[src/rtl/unpooler.sv]
// unpooler: streaming inverse of the pooling stage.
// Buffers one pooled row, then replays it as p upsampled rows.
module unpooler #(
   parameter int m     = 12,
   parameter int p     = 3,
   parameter int N     = 16,
   parameter int utype = 0
) (
   input  logic         clk,
   input  logic         master_rst,
   input  logic         ce,
   input  logic [N-1:0] data_in,
   input  logic         valid_ip,
   output logic         ready_ip,
   output logic [N-1:0] data_out,
   output logic         valid_op,
   output logic         end_op
);

   localparam int K  = m / p;
   localparam int KW = (K > 1) ? $clog2(K) : 1;
   localparam int CW = (m > 1) ? $clog2(m) : 1;
   localparam int PW = (p > 1) ? $clog2(p) : 1;

   localparam logic [KW-1:0] K_LAST = KW'(K - 1);
   localparam logic [CW-1:0] C_LAST = CW'(m - 1);
   localparam logic [PW-1:0] P_LAST = PW'(p - 1);

   typedef enum logic {FILL, EMIT} state_t;

   state_t        state_q;
   state_t        state_nx;

   logic [KW-1:0] wr_idx;
   logic [CW-1:0] col;
   logic [PW-1:0] rrep;
   logic [KW-1:0] prow;
   logic [PW-1:0] wcol;
   logic [KW-1:0] bidx;

   logic [N-1:0]  lbuf [K];

   logic          accept;
   logic          emit;
   logic          wr_last;
   logic          col_last;
   logic          rep_last;
   logic          win_last;
   logic          row_done;
   logic          map_done;
   logic [N-1:0]  pix;

   // Handshake and position decode shared by the state and datapath logic.
   always_comb begin
      accept   = ce && valid_ip && ready_ip && (state_q == FILL);
      emit     = ce && (state_q == EMIT);
      wr_last  = (wr_idx == K_LAST);
      col_last = (col == C_LAST);
      rep_last = (rrep == P_LAST);
      win_last = (wcol == P_LAST);
      row_done = col_last && rep_last;
      map_done = row_done && (prow == K_LAST);
   end

   // State register.
   always_ff @(posedge clk or negedge master_rst) begin
      if (!master_rst) begin
         state_q <= FILL;
      end else if (ce) begin
         state_q <= state_nx;
      end
   end

   // Next state: a full row moves to EMIT, the last replicated pixel returns.
   always_comb begin
      state_nx = state_q;
      unique case (state_q)
         FILL: if (accept && wr_last) state_nx = EMIT;
         EMIT: if (row_done) state_nx = FILL;
         default: state_nx = FILL;
      endcase
   end

   // Pixel value: zero-insert keeps only each window's top-left corner.
   always_comb begin
      pix = '0;
      if (utype == 0 || (wcol == '0 && rrep == '0)) begin
         pix = lbuf[bidx];
      end
   end

   // Line buffer holds one pooled row; contents need no reset.
   always_ff @(posedge clk) begin
      if (accept) begin
         lbuf[wr_idx] <= data_in;
      end
   end

   // Write index plus raster counters; wcol/bidx stand in for col%p, col/p.
   always_ff @(posedge clk or negedge master_rst) begin
      if (!master_rst) begin
         wr_idx <= '0;
         col    <= '0;
         rrep   <= '0;
         prow   <= '0;
         wcol   <= '0;
         bidx   <= '0;
      end else if (accept) begin
         wr_idx <= wr_last ? '0 : wr_idx + KW'(1);
      end else if (emit) begin
         col  <= col_last ? '0 : col + CW'(1);
         wcol <= (win_last || col_last) ? '0 : wcol + PW'(1);
         if (col_last) begin
            bidx <= '0;
         end else if (win_last) begin
            bidx <= bidx + KW'(1);
         end
         if (col_last) begin
            rrep <= rep_last ? '0 : rrep + PW'(1);
         end
         if (row_done) begin
            prow <= (prow == K_LAST) ? '0 : prow + KW'(1);
         end
      end
   end

   // Registered outputs; valid/end drop on any edge that emits nothing.
   always_ff @(posedge clk or negedge master_rst) begin
      if (!master_rst) begin
         data_out <= '0;
         valid_op <= 1'b0;
         end_op   <= 1'b0;
         ready_ip <= 1'b1;
      end else begin
         valid_op <= emit;
         end_op   <= emit && map_done;
         if (emit) begin
            data_out <= pix;
         end
         if (accept && wr_last) begin
            ready_ip <= 1'b0;
         end else if (emit && row_done) begin
            ready_ip <= 1'b1;
         end
      end
   end

endmodule

[config.mk]
export PLATFORM = sky130hd
export DESIGN_NAME = unpooler
export DESIGN_NICKNAME = d
export VERILOG_FILES = /design/src/rtl/unpooler.sv
export SDC_FILE = /design/constraint.sdc
export NUM_CORES = 1
export LEC_CHECK = 0
export CAP_MARGIN = 40
export CORE_ASPECT_RATIO = 1.5
export CORE_MARGIN = 4
export CORE_UTILIZATION = 60
export DETAILED_ROUTE_END_ITERATION = 8
export PLACE_DENSITY = 0.85
export SLEW_MARGIN = 10
export SYNTH_ARGS = -nofsm -noshare
export SYNTH_HDL_FRONTEND = slang
export SYNTH_SLANG_ARGS = --single-unit
[constraint.sdc]
create_clock -name clk -period 2.7 [get_ports clk]
set_input_delay 0.54 -clock clk [delete_from_list [all_inputs] [get_ports clk]]
set_output_delay 0.54 -clock clk [all_outputs]
set_load 0.02 [all_outputs]
; Word level (Yosys, flattened, before mapping)
; Memories as Yosys holds them, arrays and structs flattened. A register that Yosys moved wholly into a read port is not among the register bits.
; Cells that the tools add are included.
[word_totals]
mem_bits_rw = 64
memories = 1
elab_cells = 55
regBits = 18
latchBits = 0
output_inout_bits = 19
mem_bits_ro = 0
[memory_table]
columns = name, words, width, read_ports, rd_clocked_by_memory_dff, write_ports, line
row1 = lbuf, 4, 16, 1, 1, 1, 41  ; logic [N-1:0] lbuf [K];
[op_classes]
bitwise = 2
multipliers = 0
div_mod_pow = 0
n_addsub = 6
shift = 0
n_reduce_logical = 17
magnitude_cmp = 0
eq_ne = 5
n_mux = 14
[ops]
columns = operator, count
row1 = 2-bit two-way mux, 6
row2 = 2-bit by 1-bit adder with 2-bit output (second input constant), 5
row3 = 1-bit logical AND, 9
row4 = 3-bit AND reduction, 3
row5 = 2-bit equality test (second input constant), 4
row6 = 1-bit two-way mux, 6
row7 = 4-bit by 1-bit adder with 4-bit output (second input constant), 1
row8 = 4-bit equality test (second input constant), 1
row9 = 4-bit two-way mux, 1
row10 = 2-bit nonzero test, 2
row11 = 1-bit NOT, 2
row12 = 1-bit one-hot mux with 2 select lines, 1
row13 = 2-bit AND reduction, 1
row14 = 1-bit logical NOT, 1
row15 = 1-bit logical OR, 1

; Longest topological paths before layout
[logic_depth]
ltp_word = 6
ltp_mapped = 6

; Least setup slack after synthesis
; Ideal clock, no wire load.
[synth_path]
path_type = register -> register
start = register ready_ip
end = memory lbuf[0][0] (enable)
t_required_ps = 2326
arrival_ps = 1444
n_path_buf = 1
stages_incl_launch_ff = 4
slack_ps = 882
synth_period_minus_slack_ps = 1818
cell_sequence = dfstp_2 -> and4b_1 -> clkbuf_1 -> and2_1
[synth_via]
elab_chain_cells = 4
[synth_lines]
columns = item, line
row1 = from (decl), 14  ; output logic ready_ip,
row2 = from (signal assigned), 133  ; ready_ip <= 1'b1;
row3 = from (signal assigned), 141  ; ready_ip <= 1'b0;
row4 = from (signal assigned), 143  ; ready_ip <= 1'b1;
row5 = 1-bit logical AND (2 in a row), 55  ; accept = ce && valid_ip && ready_ip && (state_q == FILL);
row6 = 1-bit two-way mux, 94  ; if (accept) begin
row7 = 1-bit two-way mux (not written as such), 95  ; lbuf[wr_idx] <= data_in;
row8 = to (decl), 41
; No other way between the ends.

; Worst setup path after layout
[layout_path]
start = register ready_ip
end = output ready_ip
; No word-level cell between the ends.

==> implementation parameters <==
Parameter                              Value

Status
  Outcome    finished clean

Final layout
  Total inserted antenna cells    0
  Final Non-Filler Cells    366
  Area growth from synthesis to layout    17.8%
  Net count of the finished layout    314
  Layout cells sized above 1    0.116

Detailed routing
  Number of design rule violations left after detail routing    0
  First-pass iteration count of the detailed router    4
  Detailed-route via count    2107
  Vias/cell    5.76
  DRT iter0 DRCs    124
  Final wirelength    6490 um
  Wire length per cell    17.7 um
  Remaining antenna violation count    0

Pwr
  Power density normalized to cell area    573 nW/um2
  Peak VDD IR    0.467 mV
  P_leak    1.91 nW

Placed design
  Final HPWL from detailed placement    4190 um
  Number of buffers inserted by port buffering    38
  Cell Count Post-Placement    350
  Final GP Congestion    0.748

Setup path
  Launch point of the worst reg-to-reg path    col[0]$_DFFE_PN0P_
  Max FO, Critical Path    3
  Cell count along the critical path    1
  Cell family with the largest share of critical-path delay    buffers and inverters
  Critical Path RT    2160 ps
  Nature of the critical path endpoint    primary output
  Destination of the worst register-to-register timing path    prow[0]$_DFFE_PN0P_
  Largest incremental delay on the critical path    600 ps
  Library cell contributing the largest single delay on the critical path    sky130_fd_sc_hd__clkdlybuf4s50_1
  Crit path cell chain    clkdlybuf4s50_1
  Sort of element at the start of the critical path    register
  Crit path arrival time    1500 ps
  Critical path class    reg2out
  Crit path launch    ready_ip$_DFFE_PN1P_
  Worst Path Buf+Inv    1
  Worst setup path endpoint    ready_ip
  Worst Reg2Reg Path Length in Cells    4
  Setup slack of the most critical reg-to-reg path    1030 ps

Clock tree
  Buffer type at the clock tree root    sky130_fd_sc_hd__clkbuf_8
  TritonCTS clock tree    built
  Maximum level of the CTS H-tree    3
  Largest buffer count on any clock path    2
  Post-CTS resize count    0
  Clock Sink Count    98
  Later-pin clock latency in the skew report    350 ps
  Clock-pin transition on the worst setup and hold timing paths    90 ps
  TritonCTS Buffers    9
  Number of buffers added for setup after CTS    0
  Hold bufs inserted after CTS    0

Global route
  Wire length of the first global-routing pass    10500 um
  Initial antenna violation count    0
  Grt met1 use    0.219
  Gr usage total    0.185
  Overflow left after global routing    0
  Vias in the first global route    2144
  Busiest grt layer    met2
  Global routing met2 resource utilization    0.318
  Pin count of the biggest net entering global routing    35
  GRT met3 Usage    0.0410

Logic synthesis
  Count of synthesis-stage warnings from yosys    0
  Count of state elements after synthesis    98
  Synth Instances    242
  Mean cell area of the mapped netlist    15.8 um2
  Post-Syn Nets    269
  Share of synthesized area occupied by flip-flops and latches    0.726
  Cell area after synthesis    3820 um2
  Post-synth cell types    34

STA
  Highest achievable clock rate    0.491 GHz
  Worst-Margin Slew    644 ps
  Setup repair after global routing missed its margin    no
  Crit share post-route    0.755
  Accumulated negative setup slack    0 ps
  Slew headroom    0.570
  Final count of negative-setup-slack endpoints    0
  Final Hold Fails    0
  Max-slew violations    0
  Final Critical Period    2040 ps
  Clock Skews    8.86 ps

Floorplan
  Die height    106 um
  Effective utilization at floorplan    0.618
  Number of top-level pins    39
  Area of the core    6170 um2
  Total die area    7730 um2
  Die boundary width    73.1 um
  Number of core rows    35

Job
  Count of maximum capacitance violations    0

Min path
  Class of the tightest hold or removal check    reg2reg
  Worst hold path cell count    2
layer usage:
metal / vias up / wire length (um)
li1: 996 / -
met1: 1060 / 2620
met2: 42 / 3550
met3: 9 / 217
met4: 0 / 97
met5: - / 0
kinds of logic (layout without fill, tap and decap cells):
family	count (synthesis)	in the layout	share of synthesized area
simple gates	56	56	0.0777
buf+inv	16	66	0.0213
mux	35	35	0.0927
flops	98	98	0.726
compound gates	30	30	0.0590
fa+ha+maj	7	7	0.0229
where the power goes:
part	internal [mW]	switching [mW]	total, mW
Combinational	0.0253	0.0226	0.0479
Sequential	1.60	0	1.60
Clock	0.455	0.477	0.932
Total	2.08	0.500	2.58
synth_stat cells:
cell | n | share of area
sky130_fd_sc_hd__buf_6 | 1 | 0.0029
sky130_fd_sc_hd__o31ai_1 | 3 | 0.0059
sky130_fd_sc_hd__mux2_2 | 3 | 0.0088
sky130_fd_sc_hd__ha_1 | 7 | 0.023
sky130_fd_sc_hd__o221ai_1 | 16 | 0.037
sky130_fd_sc_hd__or3_1 | 1 | 0.0016
sky130_fd_sc_hd__inv_2 | 1 | 0.00098
sky130_fd_sc_hd__nand3_1 | 4 | 0.0052
sky130_fd_sc_hd__clkbuf_2 | 1 | 0.0013
sky130_fd_sc_hd__nand2_1 | 34 | 0.033
sky130_fd_sc_hd__a31oi_1 | 2 | 0.0033
sky130_fd_sc_hd__or2b_1 | 1 | 0.0020
sky130_fd_sc_hd__nor2_1 | 4 | 0.0039
sky130_fd_sc_hd__or4b_1 | 1 | 0.0026
sky130_fd_sc_hd__or4_1 | 1 | 0.0020
sky130_fd_sc_hd__and2_1 | 3 | 0.0049
sky130_fd_sc_hd__nand2b_1 | 1 | 0.0016
sky130_fd_sc_hd__o211ai_1 | 1 | 0.0020
sky130_fd_sc_hd__mux2i_1 | 32 | 0.084
sky130_fd_sc_hd__clkbuf_1 | 3 | 0.0029
sky130_fd_sc_hd__inv_1 | 4 | 0.0039
sky130_fd_sc_hd__and3b_2 | 1 | 0.0026
sky130_fd_sc_hd__edfxtp_1 | 64 | 0.50
sky130_fd_sc_hd__o21ai_0 | 7 | 0.0092
sky130_fd_sc_hd__buf_4 | 2 | 0.0039
sky130_fd_sc_hd__and4b_1 | 1 | 0.0026
sky130_fd_sc_hd__buf_2 | 4 | 0.0052
sky130_fd_sc_hd__nand2_2 | 1 | 0.0016
sky130_fd_sc_hd__nand3b_4 | 1 | 0.0052
sky130_fd_sc_hd__dfrtp_1 | 33 | 0.22
sky130_fd_sc_hd__and2_2 | 1 | 0.0020
sky130_fd_sc_hd__dfstp_2 | 1 | 0.0069
sky130_fd_sc_hd__nor4b_4 | 1 | 0.0062
sky130_fd_sc_hd__o21a_1 | 1 | 0.0020
worst min path at each step:
stage | slack, ps | from | to
floorplan | 240 | master_rst | bidx[0]$_DFFE_PN0P_
global placement | 470 | wcol[1]$_DFFE_PN0P_ | wcol[1]$_DFFE_PN0P_
detailed placement | 480 | data_out[1]$_DFFE_PN0P_ | data_out[1]$_DFFE_PN0P_
CTS | 500 | wcol[1]$_DFFE_PN0P_ | wcol[1]$_DFFE_PN0P_
global route | 520 | data_out[1]$_DFFE_PN0P_ | data_out[1]$_DFFE_PN0P_
finish | 490 | wcol[1]$_DFFE_PN0P_ | wcol[1]$_DFFE_PN0P_
layout by cell type, fill, tap and decap left out, drive strengths merged, types with 2 or more instances in the layout:
cell type      synthesis  final
clkdlybuf4s50          0     38
buf                    7      7
ha                     7      7
o221ai                16     16
o21ai                  7      7
and2                   4      4
o31ai                  3      3
inv                    5      6
mux2i                 32     32
nor2                   4      4
nand2                 35     35
dfrtp                 33     33
mux2                   3      3
nand3                  4      4
clkbuf                 4     10
a31oi                  2      2
edfxtp                64     64
clkinv                 0      3
per-stage QoR:
stage	util	instance area (um2)	power, mW	worst slack (ps)	hold WS (ps)
floorplan	-	3820	1.63	882	244
global placement	0.692	4280	1.68	501	467
detailed placement	0.696	4300	1.68	447	476
CTS	0.728	4500	2.61	634	499
global route	0.728	4500	2.67	600	522
finish	0.728	4500	2.58	661	494
sequential cells by signal (all words and copies together), names as in the netlist:
register  cells
prow          2
wr_idx        2
valid_op      1
col           4
end_op        1
data_out     16
ready_ip      1
wcol          2
rrep          2
bidx          2
lbuf         64
state_q       1
area by class of cell:
class / count / area, um2
multi-input cells: 128 / 963
fillers: 395 / 1680
repair buffers: 45 / 445
clock buffers: 10 / 138
flip-flops and latches: 98 / 2780
inverters: 5 / 18.8
well taps: 74 / 92.6
clock inverters: 6 / 65.1
Note: power is estimated with default switching activity, not from simulation.
